==> src/rtl/prog_updown_counter.sv <==
// Programmable up/down counter with modulus, load, one-shot mode and terminal-count pulse.
// Define CNT_PRESCALE_EN to add a psc_div-controlled step prescaler.
module prog_updown_counter #(
  parameter int unsigned      WIDTH   = 8,
  parameter logic [WIDTH-1:0] MAX_VAL = {WIDTH{1'b1}},
  parameter logic [WIDTH-1:0] RST_VAL = MAX_VAL
`ifdef CNT_PRESCALE_EN
  ,
  parameter int unsigned      PSC_WIDTH = 4
`endif
) (
  input  logic             clk,
  input  logic             rst,
  input  logic             en,
  input  logic             up_dn,
  input  logic             mode,
  input  logic             load,
  input  logic [WIDTH-1:0] load_val,
`ifdef CNT_PRESCALE_EN
  input  logic [PSC_WIDTH-1:0] psc_div,
`endif
  output logic [WIDTH-1:0] count,
  output logic             tc,
  output logic             done
);

  logic [WIDTH-1:0] r_count;
  logic             r_tc;
  logic             r_done;

  logic [WIDTH-1:0] w_count_nxt;
  logic             w_tc_nxt;
  logic             w_done_nxt;
  logic             w_qual;
  logic             w_step;
  logic             w_at_term;

  // Cycles that may advance the counter, before any prescaling
  assign w_qual = en & ~load & ~r_done;

`ifdef CNT_PRESCALE_EN
  logic [PSC_WIDTH-1:0] r_psc;
  logic                 w_tick;

  assign w_tick = (r_psc == psc_div);
  assign w_step = w_qual & w_tick;

  // Phase is kept across en=0 / done=1 gaps and cleared by load or a tick
  always_ff @(posedge clk or negedge rst) begin
    if (!rst) begin
      r_psc <= '0;
    end else if (load) begin
      r_psc <= '0;
    end else if (w_qual) begin
      r_psc <= w_tick ? '0 : r_psc + PSC_WIDTH'(1);
    end
  end
`else
  assign w_step = w_qual;
`endif

  assign w_at_term = up_dn ? (r_count == MAX_VAL) : (r_count == '0);

  // Next count / flags: load beats step beats hold
  always_comb begin
    w_count_nxt = r_count;
    w_tc_nxt    = 1'b0;
    w_done_nxt  = r_done;
    if (load) begin
      w_count_nxt = (load_val > MAX_VAL) ? MAX_VAL : load_val;
      w_done_nxt  = 1'b0;
    end else if (w_step) begin
      if (w_at_term) begin
        w_tc_nxt = 1'b1;
        if (mode) begin
          w_done_nxt = 1'b1;
        end else begin
          w_count_nxt = up_dn ? '0 : MAX_VAL;
        end
      end else begin
        w_count_nxt = up_dn ? r_count + WIDTH'(1) : r_count - WIDTH'(1);
      end
    end
  end

  always_ff @(posedge clk or negedge rst) begin
    if (!rst) begin
      r_count <= RST_VAL;
      r_tc    <= 1'b0;
      r_done  <= 1'b0;
    end else begin
      r_count <= w_count_nxt;
      r_tc    <= w_tc_nxt;
      r_done  <= w_done_nxt;
    end
  end

  assign count = r_count;
  assign tc    = r_tc;
  assign done  = r_done;

endmodule

==> config.mk <==
export PLATFORM = sky130hd
export DESIGN_NAME = prog_updown_counter
export DESIGN_NICKNAME = d
export VERILOG_FILES = /design/src/rtl/prog_updown_counter.sv
export SDC_FILE = /design/constraint.sdc
export NUM_CORES = 1
export LEC_CHECK = 0
export ABC_CLOCK_PERIOD_IN_PS = 4100
export CORE_MARGIN = 2
export CORE_UTILIZATION = 40
export CTS_CLUSTER_DIAMETER = 150
export DETAILED_ROUTE_END_ITERATION = 10
export GPL_TIMING_DRIVEN = 1
export PLACE_DENSITY = 0.69
export SYNTH_ARGS = -nofsm -noshare
export SYNTH_HDL_FRONTEND = slang
export SYNTH_SLANG_ARGS = --single-unit
==> constraint.sdc <==
create_clock -name clk -period 4.1 [get_ports clk]
set_input_delay 0.41 -clock clk [delete_from_list [all_inputs] [get_ports clk]]
set_output_delay 0.41 -clock clk [all_outputs]
set_load 0.005 [all_outputs]
After elaboration in Yosys (flattened, before gate mapping)
Cells that the tools add are included.
- register bits: 10
- output and inout port bits: 10
- bits of input ports: 14
- logic and storage cells: 33
- bitwise operators: 4
- $lt $le $gt $ge: 1
- eq/ne operators: 2
- reductions and logical operators: 6
- multiplexer cells: 15
- $add $sub $neg: 2
- operators with widths (kind ; count):
    8-bit two-way mux ; 7
    8-bit by 1-bit adder with 8-bit output (second input constant) ; 1
    8-bit equality test (second input constant) ; 1
    8-bit > comparator (second input constant) ; 1
    8-bit logical NOT ; 1
    1-bit two-way mux ; 8
    8-bit by 1-bit subtractor with 8-bit output (second input constant) ; 1
    2-bit nonzero test ; 3
    3-bit inequality test (second input constant) ; 1
    3-bit AND reduction ; 1
    1-bit AND ; 2
    1-bit NOT ; 2
    2-bit AND reduction ; 1

Longest topological paths before layout
- depth after elaboration: 5
- mapped depth: 7
- depth with buffers taken out: 7

Least setup slack after synthesis
Ideal clock, no wire load.
- path type: input to register
- start: input port up_dn
- end: register r_count[5], in the netlist count[5]
- setup slack: 2.234 ns
- setup time: 0.073 ns
- path buffers: 0
- cell stages on the path: 7
- arrival: 1.793 ns
- required time: 4.027 ns
- cells stage by stage: inv_1 > ha_1 > a211o_2 > a2111o_1 > o311ai_0 > nand2_1 > a21oi_1
- longest elaborated chain between the ends: 5
- ends and longest elaborated chain (what ; line ; RTL):
    start, declared ; 15 ; input logic up_dn,
    8-bit two-way mux ; 78 ; w_count_nxt = up_dn ? '0 : MAX_VAL;
    8-bit two-way mux ; 75 ; if (mode) begin
    8-bit two-way mux ; 73 ; if (w_at_term) begin
    8-bit two-way mux ; 72 ; end else if (w_step) begin
    8-bit two-way mux ; 69 ; if (load) begin
    end signal, assigned ; 92 ; r_count <= w_count_nxt;
    end, declared ; 27 ; logic [WIDTH-1:0] r_count;
Parallel ways exist; a longest one is shown, timed or not. The select of a mux whose other input is x is not followed.
A chain may end at the register's enable or synchronous reset.

Worst setup path in the final report
Ends and elaborated chain as after synthesis.

==> results.cfg <==
[global_routing]
antenna_found_initial = 0
grt_max_degree = 11
grt_overflow = 0
grt_first_pass_wirelength_um = 3560
grt_pass1_vias = 786
grt_use_total = 0.187

[finish]
multi_input_area_sq_um = 546
seq_area_sq_um = 260
area_growth_pct = 33.6
final_cell_mix = clkdlybuf4s50_1, nand2_1, dfstp_2
nets = 141
drive_gt1_frac = 0.143
nFillCells = 189
diodes = 0
layout_commonest_cell = clkdlybuf4s50_1
instances_no_fill = 146

[synthesis]
synth_area_leaders = dfstp_2, ha_1, dfrtp_1, o22ai_1, xnor2_1
synth_edf_count = 0
seq_area_frac_synth = 0.308
yosysWarnings = 0
synth_top_area_frac = 0.249
yosys_register_bits = 10
synth.largest_area_cell = dfstp_2
syn_inst = 94
synth_ff_type = dfstp_2
async_flop_share = 1.00
synth_fp_nets = 115
synthesis.area_sq_um = 845
synth.distinct_cells = 42
synth.avg_cell_area_sq_um = 8.98

[sta]
fin_crit_sh = 0.568
report.final.slew_viol_count = 0
fmax_mhz = 430
max-slew-margin-rel = 0.673
setup_violations = 0
worstMarginPinSlew_ns = 0.486
fin_skew_ns = 0.00790
min_period_ns = 2.33
rsz0062_at_grt = false
tns_ns = 0
final_hold_viol_count = 0

[critical_path]
path_class = input port to flip-flop
critPathSlowestCell = clkdlybuf4s50_1
cp_top_family = compound AO/OA/AOI/OAI gates
crit_chain = clkdlybuf4s50_1, inv_1, ha_1, a211o_2, a2111o_1, o311ai_0, nand2_1, a21oi_1
critPathBufInv = 2
startpoint_type = input port
crit_fanout = 7
slowest_delay_ns = 0.59
critPathRequiredTime_ns = 4.31
critPathCaptureType = flip-flop
arrival_ns = 2.54

[place]
gp_congestion = 0.889
port_buffers = 23
place_inst = 142
dp_hpwl_um = 1590

[floorplanning]
dieArea_sq_um = 2500
die_w_um = 50.0
rows = 16
core-area_sq_um = 1980
start_util = 0.426
die_y_um = 50.0
num_io_pins = 24

[clock_network]
htreeDepth = 1
cts_buffers = 3
cts.sinks = 10
clock_latency_ns = 0.28
path_clk_slew_ns = 0.08
max-clock-path-buffers = 2
cts_hold_buffers = 0
cts_root_buf = clkbuf_4
post_cts_buffers = 0
cts_tree = yes
cts_resized = 0

[power_and_ir_drop]
vdd_drop_max_v = 0.000287
leakagePower_uw = 0.000456
p_per_area_nw_per_um2 = 472

[routing]
drt_iter0_markers = 13
routed_wl_um = 2070
firstDrtPassIters = 4
drc_errors = 0
routedWlPerCell_um = 14.2
final_antenna_net_count = 0
vias_per_cell = 5.72
vias = 835

[min_path]
hold_class = input port to asynchronous set/reset pin

[run]
drv_cap = 0

[run_status]
outcome = completed
==> cells in the mapped netlist (2+ instances only) <==
| master | n |
|---|---|
| nand2_1 | 8 |
| nor2b_1 | 3 |
| a31oi_1 | 2 |
| mux2i_1 | 2 |
| a21oi_1 | 5 |
| o22ai_1 | 6 |
| xnor2_1 | 4 |
| nand2b_1 | 2 |
| inv_1 | 5 |
| dfstp_2 | 8 |
| xor2_1 | 2 |
| nand3_1 | 3 |
| o21ai_0 | 4 |
| dfrtp_1 | 2 |
| ha_1 | 6 |
| nor3_1 | 3 |
| nor2_1 | 4 |
==> power by group <==
part,switching [uW],total [uW],internal [uW]
Combinational,119,263,144
Sequential,37.0,177,140
Clock,39.6,93.7,54.0
==> cell families (layout without fill, tap and decap cells) <==
logic type | Yosys count | in the layout | synth area share
compound gates | 31 | 31 | 0.259
simple gates | 30 | 30 | 0.188
flops | 10 | 10 | 0.308
buf+inv | 8 | 33 | 0.0459
fa+ha+maj | 7 | 7 | 0.113
xor+xnor | 6 | 6 | 0.0622
mux | 2 | 2 | 0.0237
==> cell type report <==
| class | instances | share of cell area |
|---|---|---|
| Timing Repair Buffer | 23 | 0.204 |
| Multi-Input combinational cell | 76 | 0.483 |
| Sequential cell | 10 | 0.231 |
| Inverter | 6 | 0.0200 |
| Clock buffer | 4 | 0.0322 |
| Tap cell | 27 | 0.0299 |
==> sequential cells by signal, indices dropped and copies added (netlist names) <==
| signal | flops |
|---|---|
| count | 8 |
| tc | 1 |
| done | 1 |
==> routing by layer <==
| metal | vias up | GRT usage | wire length, um |
|---|---|---|---|
| li1 | 409 | - | - |
| met1 | 395 | 0.236 | 907 |
| met4 | 0 | 0.0602 | 24 |
| met3 | 4 | 0.0485 | 135 |
| met5 | - | 0 | 0 |
| met2 | 27 | 0.309 | 1000 |
==> final timing paths <==
| kind | from | to | slack (ns) | cells after the start |
|---|---|---|---|---|
| max | up_dn | count[5] | 1.77 | 8 |
| min | rst | tc | 0.46 | 1 |
| max reg2reg | count[5] | count[2] | 2.08 | 5 |
| min reg2reg | done | done | 0.54 | 1 |
| max in group asynchronous | rst | count[7] | 3.30 | 1 |
| min in group clk | done | done | 0.54 | 1 |
==> through the flow <==
| stage | util | hold slack (ns) | area (sq um) | total power, uW | worst slack (ns) |
|---|---|---|---|---|---|
| 2_1_floorplan | - | 0.114 | 845 | 341 | 2.23 |
| 3_3_place_gp | 0.551 | 0.519 | 1090 | 439 | 1.44 |
| 3_5_place_dp | 0.551 | 0.531 | 1090 | 441 | 1.47 |
| 4_1_cts | 0.569 | 0.474 | 1130 | 535 | 1.75 |
| 5_1_grt | 0.569 | 0.495 | 1130 | 576 | 1.59 |
| 6_report | 0.569 | 0.461 | 1130 | 533 | 1.77 |
(Power assumes the default switching activity.)
